**config.mk**
```make
export PLATFORM = sky130hd
export DESIGN_NAME = mlsu_req_arbiter
export DESIGN_NICKNAME = d
export VERILOG_FILES = /design/src/rtl/mlsu_pkg.sv /design/src/rtl/mlsu_rr_picker.sv /design/src/rtl/mlsu_req_arbiter.sv
export SDC_FILE = /design/constraint.sdc
export NUM_CORES = 1
export LEC_CHECK = 0
export CORE_MARGIN = 3
export CORE_UTILIZATION = 35
export CTS_CLUSTER_SIZE = 40
export DETAILED_ROUTE_END_ITERATION = 10
export PLACE_DENSITY_LB_ADDON = 0.12
export SETUP_SLACK_MARGIN = 0.3
export SYNTH_ARGS = -nofsm -noshare
export SYNTH_HDL_FRONTEND = slang
export SYNTH_SLANG_ARGS = --single-unit
```
**constraint.sdc**
```tcl
create_clock -name clk_i -period 2.7 [get_ports clk_i]
set_input_delay 0.405 -clock clk_i [delete_from_list [all_inputs] [get_ports clk_i]]
set_output_delay 0.405 -clock clk_i [all_outputs]
set_load 0.05 [all_outputs]
```
**src/rtl/mlsu_pkg.sv**
```systemverilog
// -----------------------------------------------------------------------------
// mlsu_pkg
//   Shared types and helpers for the MLSU request arbiter.
//   - mlsu_arb_state_e : arbiter FSM states (IDLE, HOLD)
//   - rr_next_idx      : round-robin wrap-around increment
// -----------------------------------------------------------------------------
package mlsu_pkg;

  typedef enum logic [0:0] {
    IDLE = 1'b0,
    HOLD = 1'b1
  } mlsu_arb_state_e;

  // (idx + 1) mod n, for idx < n.
  function automatic int unsigned rr_next_idx(input int unsigned idx,
                                              input int unsigned n);
    return ((idx + 1) >= n) ? 0 : (idx + 1);
  endfunction

endpackage

```
**src/rtl/mlsu_rr_picker.sv**
```systemverilog
// -----------------------------------------------------------------------------
// mlsu_rr_picker
//   Combinational round-robin priority scan. Starting at ptr and wrapping
//   upward, returns the first index whose elig bit is set.
//
// Ports:
//   elig  in  NrReq  eligible requesters
//   ptr   in  IdW    index with highest priority this cycle
//   valid out 1      at least one requester is eligible
//   idx   out IdW    winning index (0 when valid is low)
// -----------------------------------------------------------------------------
module mlsu_rr_picker #(
  parameter int unsigned NrReq = 2,
  parameter int unsigned IdW   = (NrReq > 1) ? $clog2(NrReq) : 1
) (
  input  logic [NrReq-1:0] elig,
  input  logic [IdW-1:0]   ptr,
  output logic             valid,
  output logic [IdW-1:0]   idx
);

  // Candidate gi is the requester at distance gi from ptr (with wrap), so
  // candidate 0 has the highest priority.
  logic [IdW-1:0]   cand_idx [NrReq];
  logic [NrReq-1:0] cand_elig;

  for (genvar gi = 0; gi < NrReq; gi++) begin : g_cand
    always_comb begin : p_wrap
      int unsigned sum;
      sum = 32'(ptr) + 32'(gi);
      if (sum >= NrReq) begin
        sum = sum - NrReq;
      end
      cand_idx[gi] = IdW'(sum);
    end
    assign cand_elig[gi] = elig[cand_idx[gi]];
  end

  // Scan from the lowest priority upward so the closest candidate wins.
  always_comb begin
    valid = 1'b0;
    idx   = '0;
    for (int k = int'(NrReq) - 1; k >= 0; k--) begin
      if (cand_elig[k]) begin
        valid = 1'b1;
        idx   = cand_idx[k];
      end
    end
  end

endmodule

```
**src/rtl/mlsu_req_arbiter.sv**
```systemverilog
// -----------------------------------------------------------------------------
// mlsu_req_arbiter
//   Round-robin arbiter sharing the MLSU control-machine request port among
//   NrReq load/store issue sources. A grant that is not accepted immediately
//   is locked until the control machine takes it, so valid/payload/id stay
//   stable downstream. Outstanding stores are counted and reported.
//
// Build option:
//   MLSU_ARB_LDST_ORDER_EN  defined: loads are held back while any store is
//                           outstanding. Undefined: only the store limit
//                           MaxStOutst gates issue.
//
// Ports:
//   clk_i, rst_i          clock, asynchronous active-high reset
//   req_valid_i[NrReq]    per-requester valid
//   req_ready_o[NrReq]    per-requester ready (handshake on granted source)
//   req_i[NrReq]          per-requester payload
//   req_is_store_i[NrReq] per-requester store flag
//   mlsu_req_valid_o      valid to control machine
//   mlsu_req_ready_i      ready from control machine
//   mlsu_req_o            granted payload
//   mlsu_req_id_o         granted requester index
//   st_done_i             one pulse per completed store
//   st_pending_o          at least one store outstanding
//   st_outst_cnt_o        outstanding store count
// -----------------------------------------------------------------------------
module mlsu_req_arbiter
  import mlsu_pkg::*;
#(
  parameter int unsigned NrReq      = 2,
  parameter int unsigned MaxStOutst = 4,
  parameter type         mlsu_init_req_t = logic,
  parameter int unsigned IdW        = (NrReq > 1) ? $clog2(NrReq) : 1,
  parameter int unsigned CntW       = $clog2(MaxStOutst + 1)
) (
  input  logic                 clk_i,
  input  logic                 rst_i,
  input  logic [NrReq-1:0]     req_valid_i,
  output logic [NrReq-1:0]     req_ready_o,
  input  mlsu_init_req_t       req_i [NrReq],
  input  logic [NrReq-1:0]     req_is_store_i,
  output logic                 mlsu_req_valid_o,
  input  logic                 mlsu_req_ready_i,
  output mlsu_init_req_t       mlsu_req_o,
  output logic [IdW-1:0]       mlsu_req_id_o,
  input  logic                 st_done_i,
  output logic                 st_pending_o,
  output logic [CntW-1:0]      st_outst_cnt_o
);

  localparam logic [CntW-1:0] MAX_CNT = CntW'(MaxStOutst);

  mlsu_arb_state_e state_reg, state_next;
  logic [IdW-1:0]  ptr_reg,   ptr_next;
  logic [IdW-1:0]  lock_reg,  lock_next;
  logic [CntW-1:0] cnt_reg,   cnt_next;

  logic [NrReq-1:0] elig;
  logic             store_blk;
  logic             load_blk;
  logic             pick_valid;
  logic [IdW-1:0]   winner;
  logic             grant_vld;
  logic [IdW-1:0]   grant_id;
  logic             handshake;
  logic             st_inc;
  logic             st_dec;

  // ---------------------------------------------------------------------------
  // Eligibility (only consulted in IDLE; a locked grant is never revoked)
  // ---------------------------------------------------------------------------
  assign store_blk = (cnt_reg == MAX_CNT);
`ifdef MLSU_ARB_LDST_ORDER_EN
  assign load_blk  = (cnt_reg != '0);
`else
  assign load_blk  = 1'b0;
`endif

  for (genvar gi = 0; gi < NrReq; gi++) begin : g_elig
    assign elig[gi] = req_valid_i[gi] &
                      ~(req_is_store_i[gi] ? store_blk : load_blk);
  end

  mlsu_rr_picker #(
    .NrReq (NrReq),
    .IdW   (IdW)
  ) u_picker (
    .elig  (elig),
    .ptr   (ptr_reg),
    .valid (pick_valid),
    .idx   (winner)
  );

  // ---------------------------------------------------------------------------
  // FSM next-state and grant selection
  // ---------------------------------------------------------------------------
  always_comb begin
    state_next = state_reg;
    ptr_next   = ptr_reg;
    lock_next  = lock_reg;
    grant_vld  = 1'b0;
    grant_id   = winner;
    unique case (state_reg)
      IDLE: begin
        grant_vld = pick_valid;
        if (pick_valid) begin
          if (mlsu_req_ready_i) begin
            ptr_next = IdW'(rr_next_idx(32'(winner), NrReq));
          end else begin
            lock_next  = winner;
            state_next = HOLD;
          end
        end
      end
      HOLD: begin
        grant_vld = 1'b1;
        grant_id  = lock_reg;
        if (mlsu_req_ready_i) begin
          ptr_next   = IdW'(rr_next_idx(32'(lock_reg), NrReq));
          state_next = IDLE;
        end
      end
      default: begin
        state_next = IDLE;
      end
    endcase
  end

  // Reset gates the request path directly so a held grant disappears at once.
  assign mlsu_req_valid_o = grant_vld & ~rst_i;
  assign handshake        = mlsu_req_valid_o & mlsu_req_ready_i;
  assign mlsu_req_id_o    = mlsu_req_valid_o ? grant_id : '0;
  assign mlsu_req_o       = mlsu_req_valid_o ? req_i[grant_id] : '0;

  for (genvar gi = 0; gi < NrReq; gi++) begin : g_ready
    assign req_ready_o[gi] = handshake & (grant_id == IdW'(gi));
  end

  // ---------------------------------------------------------------------------
  // Outstanding store counter. A done pulse with nothing outstanding is
  // ignored; an increment and decrement together cancel.
  // ---------------------------------------------------------------------------
  assign st_inc = handshake & req_is_store_i[grant_id];
  assign st_dec = st_done_i & (cnt_reg != '0);

  always_comb begin
    cnt_next = cnt_reg;
    if (st_inc && !st_dec && (cnt_reg != MAX_CNT)) begin
      cnt_next = cnt_reg + CntW'(1);
    end else if (!st_inc && st_dec) begin
      cnt_next = cnt_reg - CntW'(1);
    end
  end

  assign st_pending_o   = (cnt_reg != '0);
  assign st_outst_cnt_o = cnt_reg;

  // ---------------------------------------------------------------------------
  // State registers
  // ---------------------------------------------------------------------------
  always_ff @(posedge clk_i or posedge rst_i) begin
    if (rst_i) begin
      state_reg <= IDLE;
      ptr_reg   <= '0;
      lock_reg  <= '0;
      cnt_reg   <= '0;
    end else begin
      state_reg <= state_next;
      ptr_reg   <= ptr_next;
      lock_reg  <= lock_next;
      cnt_reg   <= cnt_next;
    end
  end

endmodule

```
* After elaboration in Yosys (flattened, before gate mapping)
Index checks and enable logic that the tools add are counted.
** Cells by class
- Multiplexer cells :: 32
- Reduce and logical (&&, ||, !) cells :: 9
- Bitwise operators :: 15
- Add/sub/neg operators :: 7
- $lt $le $gt $ge :: 8
- Eq/ne operators :: 5
** Operators by type and width (number)
- 2-to-1 mux 1 bit :: 27
- AND 1 bit :: 8
- greater-or-equal comparator 2 bit, second input constant :: 4
- adder 1 x 1 -> 2 bit, second input constant :: 3
- less-than comparator 1 x 2 -> 1 bit, second input constant :: 3
- 2-to-1 mux 3 bit :: 2
- inequality test 2 bit, second input constant :: 3
- inverter 1 bit :: 6
- case mux 1 bit (2 select lines) :: 3
- AND reduction 3 bit :: 2
- adder 3 x 1 -> 3 bit, second input constant :: 1
- == test 3 bit, second input constant :: 1
- logical AND 1 bit :: 3
- inequality test 3 bit, second input constant :: 1
- nonzero test 3 bit :: 1
- subtractor 3 x 1 -> 3 bit, second input constant :: 1
- greater-or-equal comparator 1 x 2 -> 1 bit, second input constant :: 1
- zero test 1 bit :: 2
- inverter 1 -> 2 bit :: 1
- nonzero test 2 bit :: 1
- subtractor 1 bit, second input constant :: 2
** Storage, ports and cells
- Bits in registers :: 6
- Word-level logic and storage cells :: 80
- Input bits :: 10
- Output and inout bits :: 9

* Logic depth before layout (Yosys ltp)
Gate-level depths: netlist of run 1.
- Word-level depth :: 16
- Gate-level depth with buffers :: 10

* Modules after synthesis
A second synthesis of run 1 with hierarchy kept.
** Unflattened totals
- Cells, all modules :: 57
- Area total of the unflattened synthesis :: 516.7 um^2
** Modules (own cells, without submodules)
- mlsu_req_arbiter :: sequential area each 150.1 um^2, instances 1, cells an instance 54, area an instance 499.2 um^2
- mlsu_rr_picker :: sequential area each 0.0 um^2, instances 1, cells an instance 3, area an instance 17.5 um^2

* Least setup slack after synthesis of run 1
No wires, ideal clock.
- Path type :: register to output
- From :: reg cnt_reg[0], in the netlist st_outst_cnt_o[0]
- To :: out mlsu_req_o
- Data arrival time :: 2.603 ns
- Data required time :: 2.295 ns
- Setup slack :: -0.308 ns
- Buffers on the path :: 1
- Cell stages (with the launch flop) :: 7
- Path through :: dfrtp_1 > buf_4 > and4bb_1 > o211ai_2 > o21a_1 > mux2i_1 > nor3_1
** Between the ends
- Word-level cells in the longest chain between the ends :: 14
- Elaborated cells on any way between the ends :: 23
- Those cells by class :: 1 x eq/ne; 16 x mux; 6 x bitwise
** Ends and longest elaborated chain
- from (decl) :: RTL line mlsu_req_arbiter.sv:56 : logic [CntW-1:0] cnt_reg, cnt_next;
- from (signal assigned) :: RTL line mlsu_req_arbiter.sv:171 : cnt_reg <= cnt_next;
- == test 3 bit (*) :: RTL line mlsu_req_arbiter.sv:72 : assign store_blk = (cnt_reg == MAX_CNT);
- 2-to-1 mux 1 bit :: RTL line mlsu_req_arbiter.sv:81 : ~(req_is_store_i[gi] ? store_blk : load_blk);
- inverter 1 bit :: RTL line mlsu_req_arbiter.sv:81
- AND 1 bit :: RTL line mlsu_req_arbiter.sv:80 : assign elig[gi] = req_valid_i[gi] &
- 2-to-1 mux 1 bit (not written as such) (2 in a row) :: RTL line mlsu_rr_picker.sv:36 : assign cand_elig[gi] = elig[cand_idx[gi]];
- 2-to-1 mux 1 bit (2 in a row) :: RTL line mlsu_rr_picker.sv:44 : if (cand_elig[k]) begin
- 2-to-1 mux 1 bit :: RTL line mlsu_req_arbiter.sv:103 : unique case (state_reg)
- inverter 1 -> 2 bit (not written as such) :: RTL line mlsu_req_arbiter.sv:133 : assign mlsu_req_o = mlsu_req_valid_o ? req_i[grant_id] : '0;
- 2-to-1 mux 1 bit (not written as such) (3 in a row) :: RTL line mlsu_req_arbiter.sv:133
- 2-to-1 mux 1 bit (*) :: RTL line mlsu_req_arbiter.sv:133
- to (decl) :: RTL line mlsu_req_arbiter.sv:44 : output mlsu_init_req_t mlsu_req_o,
Every way passes the cells marked *; elsewhere a longest branch is shown, timed or not. The select of a mux whose other input is x is not followed.

* Worst setup path in the final report of run 1
- From :: reg cnt_reg[1], in the netlist st_outst_cnt_o[1]
- To :: out mlsu_req_o
The elaborated chain is that of the path after synthesis.

==> metrics.csv, run 1 <==
metric;value;unit
status;complete, no violations;
number of antenna repair diodes;0;
Synth Area in Adders;0.0330;
final critical path time including I/O delays and setup;2.36;ns
CTS Hold Buffers Added;0;
Post-synth EDFFs;0;
yosys warns;0;
largest family of logic cells by synthesized area;simple AND/OR/NAND/NOR gates;
Iter 0 DRT Violations;5;
die width;47.6;um
main area contributors after synthesis;dfrtp_1, a221oi_4, nand2_1, a21oi_1, fa_1;
largest net degree at the start of global routing;11;
Seq/Total Area, Yosys;0.247;
clock sinks;6;
R2R cell count;9;
post-synth cell types;35;
Slew @ Worst Pin;0.496;ns
Bufs and invs on worst path;2;
unrepaired setup endpoints after global routing;true;
fin area;1030;sq um
DRC Markers;0;
Sw Ratio;0.475;
clk_skew;0.0124;ns
sum of negative setup slack;0;ns
Root Driver;clkbuf_4;
ys flop type;dfrtp_1;
kind of critical path;flop to primary output;
Post-DP HPWL;1240;um
PD cells;909;nW/um^2
Critical Path Slowest Stage Cell;dfrtp_2;
post-synth top area cell;dfrtp_1;
compound-cell area share of the yosys netlist;0.293;
Seq cells post-synth;6;
layout cells sized above 1;0.415;
# fillers;125;
global route total overflow;0;
register share of total power;0.198;
commonest cells in the netlist;dfrtp_1, nand2_1, nor2_1;
Routed Antenna Nets;0;
Final Hold Vio Count;0;
Clk pin slew, worst setup/hold paths;0.06;ns
Hold Path Stages;2;
vias per cell;5.59;
pre-CTS WS;-0.0185;ns
first-pass GRT wire length;2640;um
final period utilization;0.875;
Pre-antenna DRT Iters;4;
Mapped Cells;68;
Longest Clk Path Bufs;2;
CTS tree;yes;
Port Buffers;18;
Sw Pwr;0.446;mW
Post-DP Area;895;sq um
final setup margin;0.336;ns
TritonCTS buffer count;3;
total track usage;0.166;
initial antenna violation count;0;
I/O pin count;19;
core area;1580;sq um
critical path depth;7;
vias in the first global route;607;
WL final;1740;um
Post-Syn Area;607;sq um
Routed wire per std cell;14.3;um
Area Growth Syn to Fin;70.1;%
GPL Wtd Cong;0.803;
hold_ws;0.543;ns
final slew viol count;0;
maximum vdd drop;538;uV
multi-input logic area;478;sq um
max cap viols;0;
clk_lat worst skew;0.27;ns
Comb pwr share;0.699;
achievable clock frequency;423;MHz
Pleak;0.451;nW
crit end category;primary output;
Slew HR;0.668;
Synth top area share;0.247;
CP top delay family;simple AND/OR/NAND/NOR gates;
Synth Area in XOR/XNOR;0.0144;
CP arrival;1.96;ns
full die area;2270;sq um
DR vias;682;
Largest stage delay, worst path;0.45;ns
Initial Util;0.385;
CP cell instances;and4bb_1 > o211ai_2 > buf_4 > o21a_4 > mux2i_1 > nor3_2 > clkbuf_16;
Synth Area in Simple Gates;0.334;
# rows;14;
Max FO, Critical Path;8;
register area;154;sq um
Req. time, crit path;2.30;ns
post-layout total power;0.938;mW
mux cell area share after synthesis;0.0330;
htree depth;1;
crit start category;flop;
die height;47.6;um
Synth async-reset ratio;1.00;
endpoints failing setup;0;
max reg flops;3;
Nets;118;
Mapped Nets;79;
internal cell power;0.492;mW
Worst Hold Class;flop to flop;
clock share of power;0.104;
Mean Syn Cell Area;8.92;sq um
## kinds of logic after synthesis
| kind of cell | count (synthesis) |
|---|---|
| flip-flops | 6 |
| XOR/XNOR | 1 |
| buffers and inverters | 6 |
| adder cells (fa/ha/maj) | 1 |
| multiplexers | 2 |
| AND/OR/NAND/NOR | 32 |
| AO/OA/AOI/OAI | 20 |
## cells in the final DEF, fill, tap and decap left out, types with 2 or more instances in the layout
cell / count
o31ai_1: 2
o21a_4: 2
inv_1: 4
dfrtp_2: 3
clkbuf_4: 3
nand2_1: 6
a21oi_1: 4
nand3_1: 3
nor2_1: 5
nand2b_1: 3
buf_4: 20
dfrtp_1: 3
o211ai_1: 2
dlymetal6s2s_1: 2
nand4b_1: 2
clkdlybuf4s50_1: 9
dlygate4sd2_1: 2
mux2i_1: 2
or3_1: 2
nor3_2: 2
## worst paths after layout
| kind | start | endpoint | slack [ns] |
|---|---|---|---|
| setup / recovery | st_outst_cnt_o[1] | mlsu_req_o | 0.34 |
| hold / removal | ptr_reg | ptr_reg | 0.54 |
| setup reg to reg | st_outst_cnt_o[1] | st_outst_cnt_o[1] | 0.46 |
| hold reg to reg | ptr_reg | ptr_reg | 0.54 |
| max in group asynchronous | rst_i | st_outst_cnt_o[0] | 1.88 |
| min in group asynchronous | rst_i | st_outst_cnt_o[2] | 0.59 |
## layout make-up
type	count	share of cell area
multi-input cells	56	0.463
repair buffers	36	0.328
well taps	16	0.0194
flip-flops and latches	6	0.149
clock buffers	4	0.0255
inverters	4	0.0145
## metal layers
layer  wire length (um)  up-vias  track usage
met5                  0        -            0
met4                 33        0       0.0806
met3                105        3       0.0301
met2                791       22        0.262
met1                808      320        0.218
li1                   -      337            -
## metrics by stage
stage / std cells / utilization
global placement: 108 / 0.567
global route: 122 / 0.655
floorplan: 68 / -
finish: 122 / 0.655
detailed placement: 108 / 0.567
CTS: 116 / 0.613
## worst register-to-register path: cells and delay by family, from the launching register on
kind	cells	cell delay [ns]
fa+ha+maj	1	0.56
compound gates	4	0.58
buf+inv	1	0.12
flops	1	0.45
simple gates	3	0.43
## power groups by stage
stage / Combinational, mW / Sequential (mW) / Clock [mW]
after detailed placement: 0.544 / 0.199 / 0
final: 0.655 / 0.185 / 0.0973
after floorplan: 0.335 / 0.242 / 0
after global routing: 0.698 / 0.192 / 0.103
after CTS: 0.605 / 0.188 / 0.0968
after global placement: 0.535 / 0.197 / 0
## repair_timing
action / 4_1_cts / 5_1_grt
setup buffers: 4 / 6
pin swaps: 3 / 4
endpoints found under the setup margin: 6 / 7
resized for setup: 5 / 6
(Power assumes the default switching activity.)
==> run 2, diff against run 1 <==
--- a/config.mk
+++ b/config.mk
@@ -9,6 +9,7 @@
 export CORE_UTILIZATION = 35
 export CTS_CLUSTER_SIZE = 40
 export DETAILED_ROUTE_END_ITERATION = 10
+export HOLD_SLACK_MARGIN = 0.02
 export PLACE_DENSITY_LB_ADDON = 0.12
 export SETUP_SLACK_MARGIN = 0.3
 export SYNTH_ARGS = -nofsm -noshare
==> results of run 2 <==
Same layout as run 1: the final DEF is identical, and so are final timing and power.
